<file path="src/rtl/lsq_mem_arbiter_if.sv">
// rtl/lsq_mem_arbiter_if.sv - LSQ request/response and data-memory bus bundle
// master = LSQ/memory side, slave = arbiter side.
interface lsq_mem_arbiter_if #(
  parameter int NUM_REQ = 4,
  parameter int AW      = 8,
  parameter int DW      = 16
);
  logic [NUM_REQ-1:0]    req_valid;
  logic [NUM_REQ-1:0]    req_store;
  logic [NUM_REQ*AW-1:0] req_addr;
  logic [NUM_REQ*DW-1:0] req_wdata;
  logic [NUM_REQ-1:0]    req_ready;
  logic [NUM_REQ-1:0]    resp_valid;
  logic [DW-1:0]         resp_rdata;
  logic                  busy;
  logic                  mem_read_en;
  logic                  mem_write_en;
  logic [AW-1:0]         mem_addr;
  logic [DW-1:0]         mem_wdata;
  logic [DW-1:0]         mem_rdata;

  modport master (
    output req_valid, req_store, req_addr, req_wdata, mem_rdata,
    input  req_ready, resp_valid, resp_rdata, busy,
           mem_read_en, mem_write_en, mem_addr, mem_wdata
  );

  modport slave (
    input  req_valid, req_store, req_addr, req_wdata, mem_rdata,
    output req_ready, resp_valid, resp_rdata, busy,
           mem_read_en, mem_write_en, mem_addr, mem_wdata
  );
endinterface

</file>
<file path="src/rtl/lsq_mem_arbiter.sv">
// rtl/lsq_mem_arbiter.sv - round-robin arbiter sharing one data memory among LSQs
// One transaction in flight; strobes and responses are registered outputs.
module lsq_mem_arbiter #(
  parameter int NUM_REQ = 4,
  parameter int AW      = 8,
  parameter int DW      = 16,
  parameter int MEM_LAT = 2
) (
  input logic             clk,
  input logic             reset,
  lsq_mem_arbiter_if.slave bus
);
  localparam int IW = $clog2(NUM_REQ);
  localparam int CW = $clog2(MEM_LAT + 1);

  typedef enum logic [1:0] {IDLE, ISSUE, WAIT, RESP} state_t;

  state_t             state;
  logic [IW-1:0]      rr_ptr;
  logic [IW-1:0]      owner;
  logic               is_store;
  logic [CW-1:0]      cnt;
  logic [IW-1:0]      grant_idx;
  logic               found;
  logic [NUM_REQ-1:0] ready;

  // Scan upward from rr_ptr, wrapping, for the first pending requester.
  always_comb begin
    int idx;
    idx       = 0;
    found     = 1'b0;
    grant_idx = '0;
    for (int k = 0; k < NUM_REQ; k++) begin
      idx = int'(rr_ptr) + k;
      if (idx >= NUM_REQ) idx = idx - NUM_REQ;
      if (!found && bus.req_valid[idx]) begin
        found     = 1'b1;
        grant_idx = IW'(idx);
      end
    end
  end

  always_comb begin
    ready = '0;
    if (state == IDLE && !reset && found) ready[grant_idx] = 1'b1;
  end

  assign bus.req_ready = ready;

  always_ff @(posedge clk) begin
    if (reset) begin
      state            <= IDLE;
      rr_ptr           <= '0;
      owner            <= '0;
      is_store         <= 1'b0;
      cnt              <= '0;
      bus.resp_valid   <= '0;
      bus.resp_rdata   <= '0;
      bus.busy         <= 1'b0;
      bus.mem_read_en  <= 1'b0;
      bus.mem_write_en <= 1'b0;
      bus.mem_addr     <= '0;
      bus.mem_wdata    <= '0;
    end else begin
      case (state)
        IDLE: begin
          if (found) begin
            owner            <= grant_idx;
            is_store         <= bus.req_store[grant_idx];
            bus.mem_addr     <= bus.req_addr[grant_idx*AW +: AW];
            bus.mem_wdata    <= bus.req_wdata[grant_idx*DW +: DW];
            bus.mem_write_en <= bus.req_store[grant_idx];
            bus.mem_read_en  <= !bus.req_store[grant_idx];
            bus.busy         <= 1'b1;
            state            <= ISSUE;
          end
        end
        ISSUE: begin
          bus.mem_read_en  <= 1'b0;
          bus.mem_write_en <= 1'b0;
          if (is_store) begin
            bus.resp_valid <= NUM_REQ'(1) << owner;
            bus.resp_rdata <= '0;
            state          <= RESP;
          end else begin
            cnt   <= CW'(MEM_LAT);
            state <= WAIT;
          end
        end
        WAIT: begin
          cnt <= cnt - CW'(1);
          // Count 1 marks the cycle that is MEM_LAT after the read strobe.
          if (cnt == CW'(1)) begin
            bus.resp_rdata <= bus.mem_rdata;
            bus.resp_valid <= NUM_REQ'(1) << owner;
            state          <= RESP;
          end
        end
        RESP: begin
          bus.resp_valid <= '0;
          bus.busy       <= 1'b0;
          rr_ptr         <= (owner == IW'(NUM_REQ - 1)) ? '0 : owner + IW'(1);
          state          <= IDLE;
        end
        default: state <= IDLE;
      endcase
    end
  end
endmodule
</file>
<file path="src/flat_wrapper.sv">
// flat-port wrapper written by rule: the top's interface ports become plain ports
module lsq_mem_arbiter_flat 
#(
  parameter int NUM_REQ = 4,
  parameter int AW      = 8,
  parameter int DW      = 16,
  parameter int MEM_LAT = 2
)
  (clk, reset, bus_req_valid, bus_req_store, bus_req_addr, bus_req_wdata, bus_mem_rdata, bus_req_ready, bus_resp_valid, bus_resp_rdata, bus_busy, bus_mem_read_en, bus_mem_write_en, bus_mem_addr, bus_mem_wdata);
  lsq_mem_arbiter_if #(.NUM_REQ(NUM_REQ), .AW(AW), .DW(DW)) bus_i ();
  input logic clk;
  input logic reset;
  input wire logic [$bits(bus_i.req_valid)-1:0] bus_req_valid;
  input wire logic [$bits(bus_i.req_store)-1:0] bus_req_store;
  input wire logic [$bits(bus_i.req_addr)-1:0] bus_req_addr;
  input wire logic [$bits(bus_i.req_wdata)-1:0] bus_req_wdata;
  input wire logic [$bits(bus_i.mem_rdata)-1:0] bus_mem_rdata;
  output wire logic [$bits(bus_i.req_ready)-1:0] bus_req_ready;
  output wire logic [$bits(bus_i.resp_valid)-1:0] bus_resp_valid;
  output wire logic [$bits(bus_i.resp_rdata)-1:0] bus_resp_rdata;
  output wire logic [$bits(bus_i.busy)-1:0] bus_busy;
  output wire logic [$bits(bus_i.mem_read_en)-1:0] bus_mem_read_en;
  output wire logic [$bits(bus_i.mem_write_en)-1:0] bus_mem_write_en;
  output wire logic [$bits(bus_i.mem_addr)-1:0] bus_mem_addr;
  output wire logic [$bits(bus_i.mem_wdata)-1:0] bus_mem_wdata;
  assign bus_i.req_valid = bus_req_valid;
  assign bus_i.req_store = bus_req_store;
  assign bus_i.req_addr = bus_req_addr;
  assign bus_i.req_wdata = bus_req_wdata;
  assign bus_i.mem_rdata = bus_mem_rdata;
  assign bus_req_ready = bus_i.req_ready;
  assign bus_resp_valid = bus_i.resp_valid;
  assign bus_resp_rdata = bus_i.resp_rdata;
  assign bus_busy = bus_i.busy;
  assign bus_mem_read_en = bus_i.mem_read_en;
  assign bus_mem_write_en = bus_i.mem_write_en;
  assign bus_mem_addr = bus_i.mem_addr;
  assign bus_mem_wdata = bus_i.mem_wdata;
  lsq_mem_arbiter #(.NUM_REQ(NUM_REQ), .AW(AW), .DW(DW), .MEM_LAT(MEM_LAT)) u_core (.clk(clk), .reset(reset), .bus(bus_i));
endmodule
</file>
<file path="config.mk">
export PLATFORM = sky130hd
export DESIGN_NAME = lsq_mem_arbiter_flat
export DESIGN_NICKNAME = d
export VERILOG_FILES = /design/src/rtl/lsq_mem_arbiter_if.sv /design/src/rtl/lsq_mem_arbiter.sv /design/src/flat_wrapper.sv
export SDC_FILE = /design/constraint.sdc
export NUM_CORES = 1
export LEC_CHECK = 0
export BUFFER_PORTS_ARGS = -buffer_cell sky130_fd_sc_hd__buf_2
export CORE_ASPECT_RATIO = 0.8
export CORE_MARGIN = 2
export CORE_UTILIZATION = 40
export DETAILED_ROUTE_END_ITERATION = 8
export HOLD_SLACK_MARGIN = 0.15
export PLACE_DENSITY = 0.73
export SYNTH_ARGS = -nofsm -noshare
export SYNTH_HDL_FRONTEND = slang
export SYNTH_SLANG_ARGS = --single-unit
</file>
<file path="constraint.sdc">
create_clock -name clk -period 2.24 [get_ports clk]
set_clock_uncertainty 0.1 [all_clocks]
set_input_delay 0.224 -clock clk [delete_from_list [all_inputs] [get_ports clk]]
set_output_delay 0.224 -clock clk [all_outputs]
set_load 0.1 [all_outputs]
</file>
# After elaboration in Yosys (flattened, before gate mapping)
# Index checks and enable logic that the tools add are counted.
# totals
mem_bits_ro	0
input_bits	122
latchBits	0
memories	0
reg_bits	56
ram_bits	0
output_inout_bits	51
# op_classes
div_mod_pow	0
n_mul	0
n_addsub	9
shifts	3
mux	48
bitwise	0
magnitude_cmp	10
n_reduce_logical	23
n_eq_ne	9
# op_table
op	n
$lt A32 B4 Y1 const B	4
$mux W32	4
$ge A32 B4 Y1 const B	3
$sub A32 B4 Y32 const B	3
$shiftx A64 B7 Y16	1
$mux W16	2
$pmux W16 S2	1
$shiftx A32 B6 Y8	1
$mux W1	18
$mux W2	8
$mux W4	3
$pmux W4 S3	1
$bmux W1 S2	5
$reduce_and A2 Y1	5
$pmux W2 S4	1
$add A2 B2 Y3 const B	2
$eq A2 B2 Y1 const B	3
$logic_and A1 B1 Y1	6
$ne A2 B1 Y1 const B	3
$pmux W1 S2	3
$reduce_and A3 Y1	2
$reduce_bool A2 Y1	3
$logic_not A1 Y1	5
$eq A2 B1 Y1 const B	2
13 further kinds	13

# Longest topological paths before layout
# depth
depth_word	20
ltp_mapped	9
depth_no_buf	7

# Worst setup path before layout
# OpenSTA, ideal clock, no wires.
# synth_path
path_kind	reg-to-output
start	reg u_core.state[0]
end	out bus_req_ready[3]
required_ns	1.916
n_path_buf	2
path_stages_with_launch	7
arrival_time_ns	3.914
slack_ns	-1.998
path_cell_list	dfxtp_1 -> inv_1 -> ha_1 -> nand2b_1 -> buf_6 -> buf_2 -> nor4_1
# synth_between
elab_chain_cells	4
# synth_rtl
item	line_no	source
start: declaration	lsq_mem_arbiter.sv:18	state_t state;
start signal: assignment	lsq_mem_arbiter.sv:52	state <= IDLE;
start signal: assignment	lsq_mem_arbiter.sv:75	state <= ISSUE;
start signal: assignment	lsq_mem_arbiter.sv:84	state <= RESP;
$logic_not A2 Y1	lsq_mem_arbiter.sv:45	if (state == IDLE && !reset && found) ready[grant_idx] = 1'b1;
$logic_and A1 B1 Y1 (2 in series)	lsq_mem_arbiter.sv:45	
$mux W4	lsq_mem_arbiter.sv:45	
end: declaration	flat_wrapper.sv:18	output wire logic [$bits(bus_i.req_ready)-1:0] bus_req_ready;
# Every way passes these cells.

# Worst setup path in the final report
# Same ends and word-level chain as after synthesis.

==> flow_metrics.tcl <==
set metrics [dict create \
    outcome "complete, no violations" \
    synthArstFlopShare_pct 0 \
    dp_hpwl_um 7550 \
    place_ws_ns 0.185 \
    synth_cell_types 42 \
    synth_seq_area_share_pct 35.6 \
    reg2regPathDepth 6 \
    finalHoldViolCount 0 \
    synthFlopType "dfxtp_1" \
    clock-sinks 56 \
    synth_edf_count 0 \
    yosysMostFrequentCell "dfxtp_1" \
    area_growth_syn_to_layout_pct 61.2 \
    wl_per_cell_um 16.0 \
    worstPathRequired_ns 1.92 \
    drtIter0Drc 182 \
    p_total_mw 6.09 \
    post-route-period-util_pct 95.2 \
    met2RoutedLength_um 5820 \
    power_density_nw_per_um2 1200 \
    antenna_found_initial 0 \
    layout-drive-gt1-share_pct 33.8 \
    clkTransAtPathRegs_ns 0.11 \
    instances_no_fill 733 \
    cts_buffer_depth 2 \
    ir_worst_vdd_mv 0.974 \
    hp-class "input pin to flip-flop" \
    dp.cells 645 \
    netlist_instances 386 \
    final_nets 759 \
    diodes 0 \
    layout_min_cycle_time_ns 2.13 \
    end_kind "primary output" \
    synth_warnings 0 \
    grt_overflow 0 \
    grt_start_max_net_pins 33 \
    remaining_drc_errors 0 \
    min_to "u_core.bus.mem_wdata[8]" \
    cts_tree "done" \
    arrival_ns 1.81 \
    ys_seq_elements 56 \
    top_layer "met4" \
    die_w_um 103 \
    gp_congestion 0.809 \
    track_usage_pct 26.3 \
    cts_setup_buffers 0 \
    avgSynthCellArea_um2 8.16 \
    vias_per_cell 5.53 \
    synth_top_area_share_pct 35.6 \
    worstReg2RegEnd "u_core.bus.mem_wdata[12]" \
    max_freq_mhz 469 \
    grt_pass1_wl_um 18200 \
    vias 4057 \
    io_pins 173 \
    finalWorstSetupSlack_ns 0.108 \
    htreeDepth 2 \
    drv_cap 0 \
    coreArea_um2 7500 \
    root_buffer "clkbuf_8" \
    syn_nets 518 \
    slew_headroom_pct 58.2 \
    synthTopCellsByCount "dfxtp_1 (56), nand3_1 (51), a21oi_1 (34), nor2_1 (33), nand2_1 (29)" \
    die_h_um 83.3 \
    start_kind "flip-flop" \
    slew_violations 0 \
    min_from "bus_req_wdata[8]" \
    yosysTopAreaCell "dfxtp_1" \
    syn_area_um2 3150 \
    m1WireLength_um 4600 \
    r2r_start "u_core.state[0]" \
    dieArea_um2 8600 \
    dr.pass1.iters 5 \
    portBuffers 172 \
    cts_made_buffers 5 \
    crit_type "flip-flop to primary output" \
    wirelength_um 11700 \
    wl_met3_um 898 \
    nFillCells 616 \
    p_leak_nw 2.26 \
    synthTopCellsByArea "dfxtp_1 (36%), nand3_1 (8.1%), a221oi_1 (6.7%)" \
    clock_latency_ns 0.31 \
    path_max_fanout 7 \
    num_rows 28 \
    hold_depth 3 \
    ant_nets 0 \
    ff2ff_setup_slack_ns 0.26 \
    grt_pass1_vias 3966 \
    worst-slew-pin-transition_ns 0.624 \
    rsz0062_at_grt "no" \
    finalSetupViolCount 0 \
    initial_core_util_pct 42.0 \
    setup_tns_ns 0 \
]
registers in the layout (all words and copies together), names as in the netlist, 2 cells and up:
signal	flops
u_core.bus.mem_addr	8
u_core.state	2
u_core.bus.resp_rdata	16
u_core.bus.mem_wdata	16
u_core.owner	2
u_core.cnt	2
u_core.rr_ptr	2
u_core.bus.resp_valid	4
where the power goes:
| part | switching (mW) | internal, mW | total, mW |
|---|---|---|---|
| registers | 0.177 | 1.28 | 1.46 |
| clock network | 0.347 | 0.222 | 0.569 |
| logic | 3.05 | 1.02 | 4.07 |
| total | 3.57 | 2.52 | 6.09 |
per-stage QoR:
stage                     hold WS (ns)  area [um2]  util [%]
after detailed placement         0.344        4160      55.4
after global routing             0.189        5080      67.7
after floorplan                  0.292        3200         -
after global placement           0.336        4160      55.4
final                            0.193        5080      67.7
after CTS                        0.173        5070      67.6
per-layer routing:
layer	track usage, %	up-vias
li1	-	1913
met1	30.1	1869
met2	46.8	228
met3	5.89	47
met4	10.0	0
met5	0	-
how the worst max path moves through the flow:
stage / from / to / slack (ns)
after floorplan: u_core.state[0] / bus_req_ready[3] / -0.23
after global placement: u_core.state[0] / bus_req_ready[3] / 0.27
after detailed placement: u_core.state[0] / bus_req_ready[3] / 0.18
after CTS: u_core.state[0] / bus_req_ready[3] / 0.03
after global routing: u_core.rr_ptr[0] / bus_req_ready[2] / 0.002
final: u_core.state[0] / bus_req_ready[3] / 0.11
logic make-up after synthesis:
family                     count (synthesis)  synth area share, %
and+or+nand+nor                          148                 23.1
buffers and inverters                     43                 6.80
DFF                                       56                 35.6
adders and majority gates                 10                 3.97
AOI/OAI and AO/OA                        119                 27.3
muxes                                     10                 3.18
critical path, stage by stage (launching register included):
cell	delay (ns)
dfxtp_1	0.37
inv_2	0.13
ha_4	0.17
nand2b_1	0.10
buf_4	0.20
nor4_4	0.27
buf_6	0.26
area by class of cell:
type	count	area [um2]	share of cell area [%]
Tap cell	105	131	2.59
Inverter	7	26.3	0.518
Clock buffer	5	68.8	1.36
Clock inverter	3	23.8	0.468
Sequential cell	56	1120	22.1
Timing Repair Buffer	270	1820	35.9
Multi-Input combinational cell	287	1880	37.1
cell usage in the layout, fill, tap and decap left out, types with 3 or more instances in the layout:
cell type and instances:
a21oi_1 33, mux2i_1 10, o21ai_0 8, o22ai_1 9, clkbuf_8 5, nor2_1 33, a311oi_1 15, nand3b_1 6
a211oi_1 4, nand2b_1 13, a221oi_1 24, dlygate4sd3_1 80, buf_2 168, nand3_1 51, inv_2 3, a21o_1 3
dfxtp_1 56, nand2_1 29, inv_1 4, ha_1 9, nor3_1 3, buf_4 20, o21bai_1 11
repair_timing:
action | CTS | global route
hold endpoints to repair | 40 | 0
hold buffers | 80 | 0
setup endpoints to repair | 4 | 5
resized for setup | 6 | 3
Power figures use the tool's default switching activity.
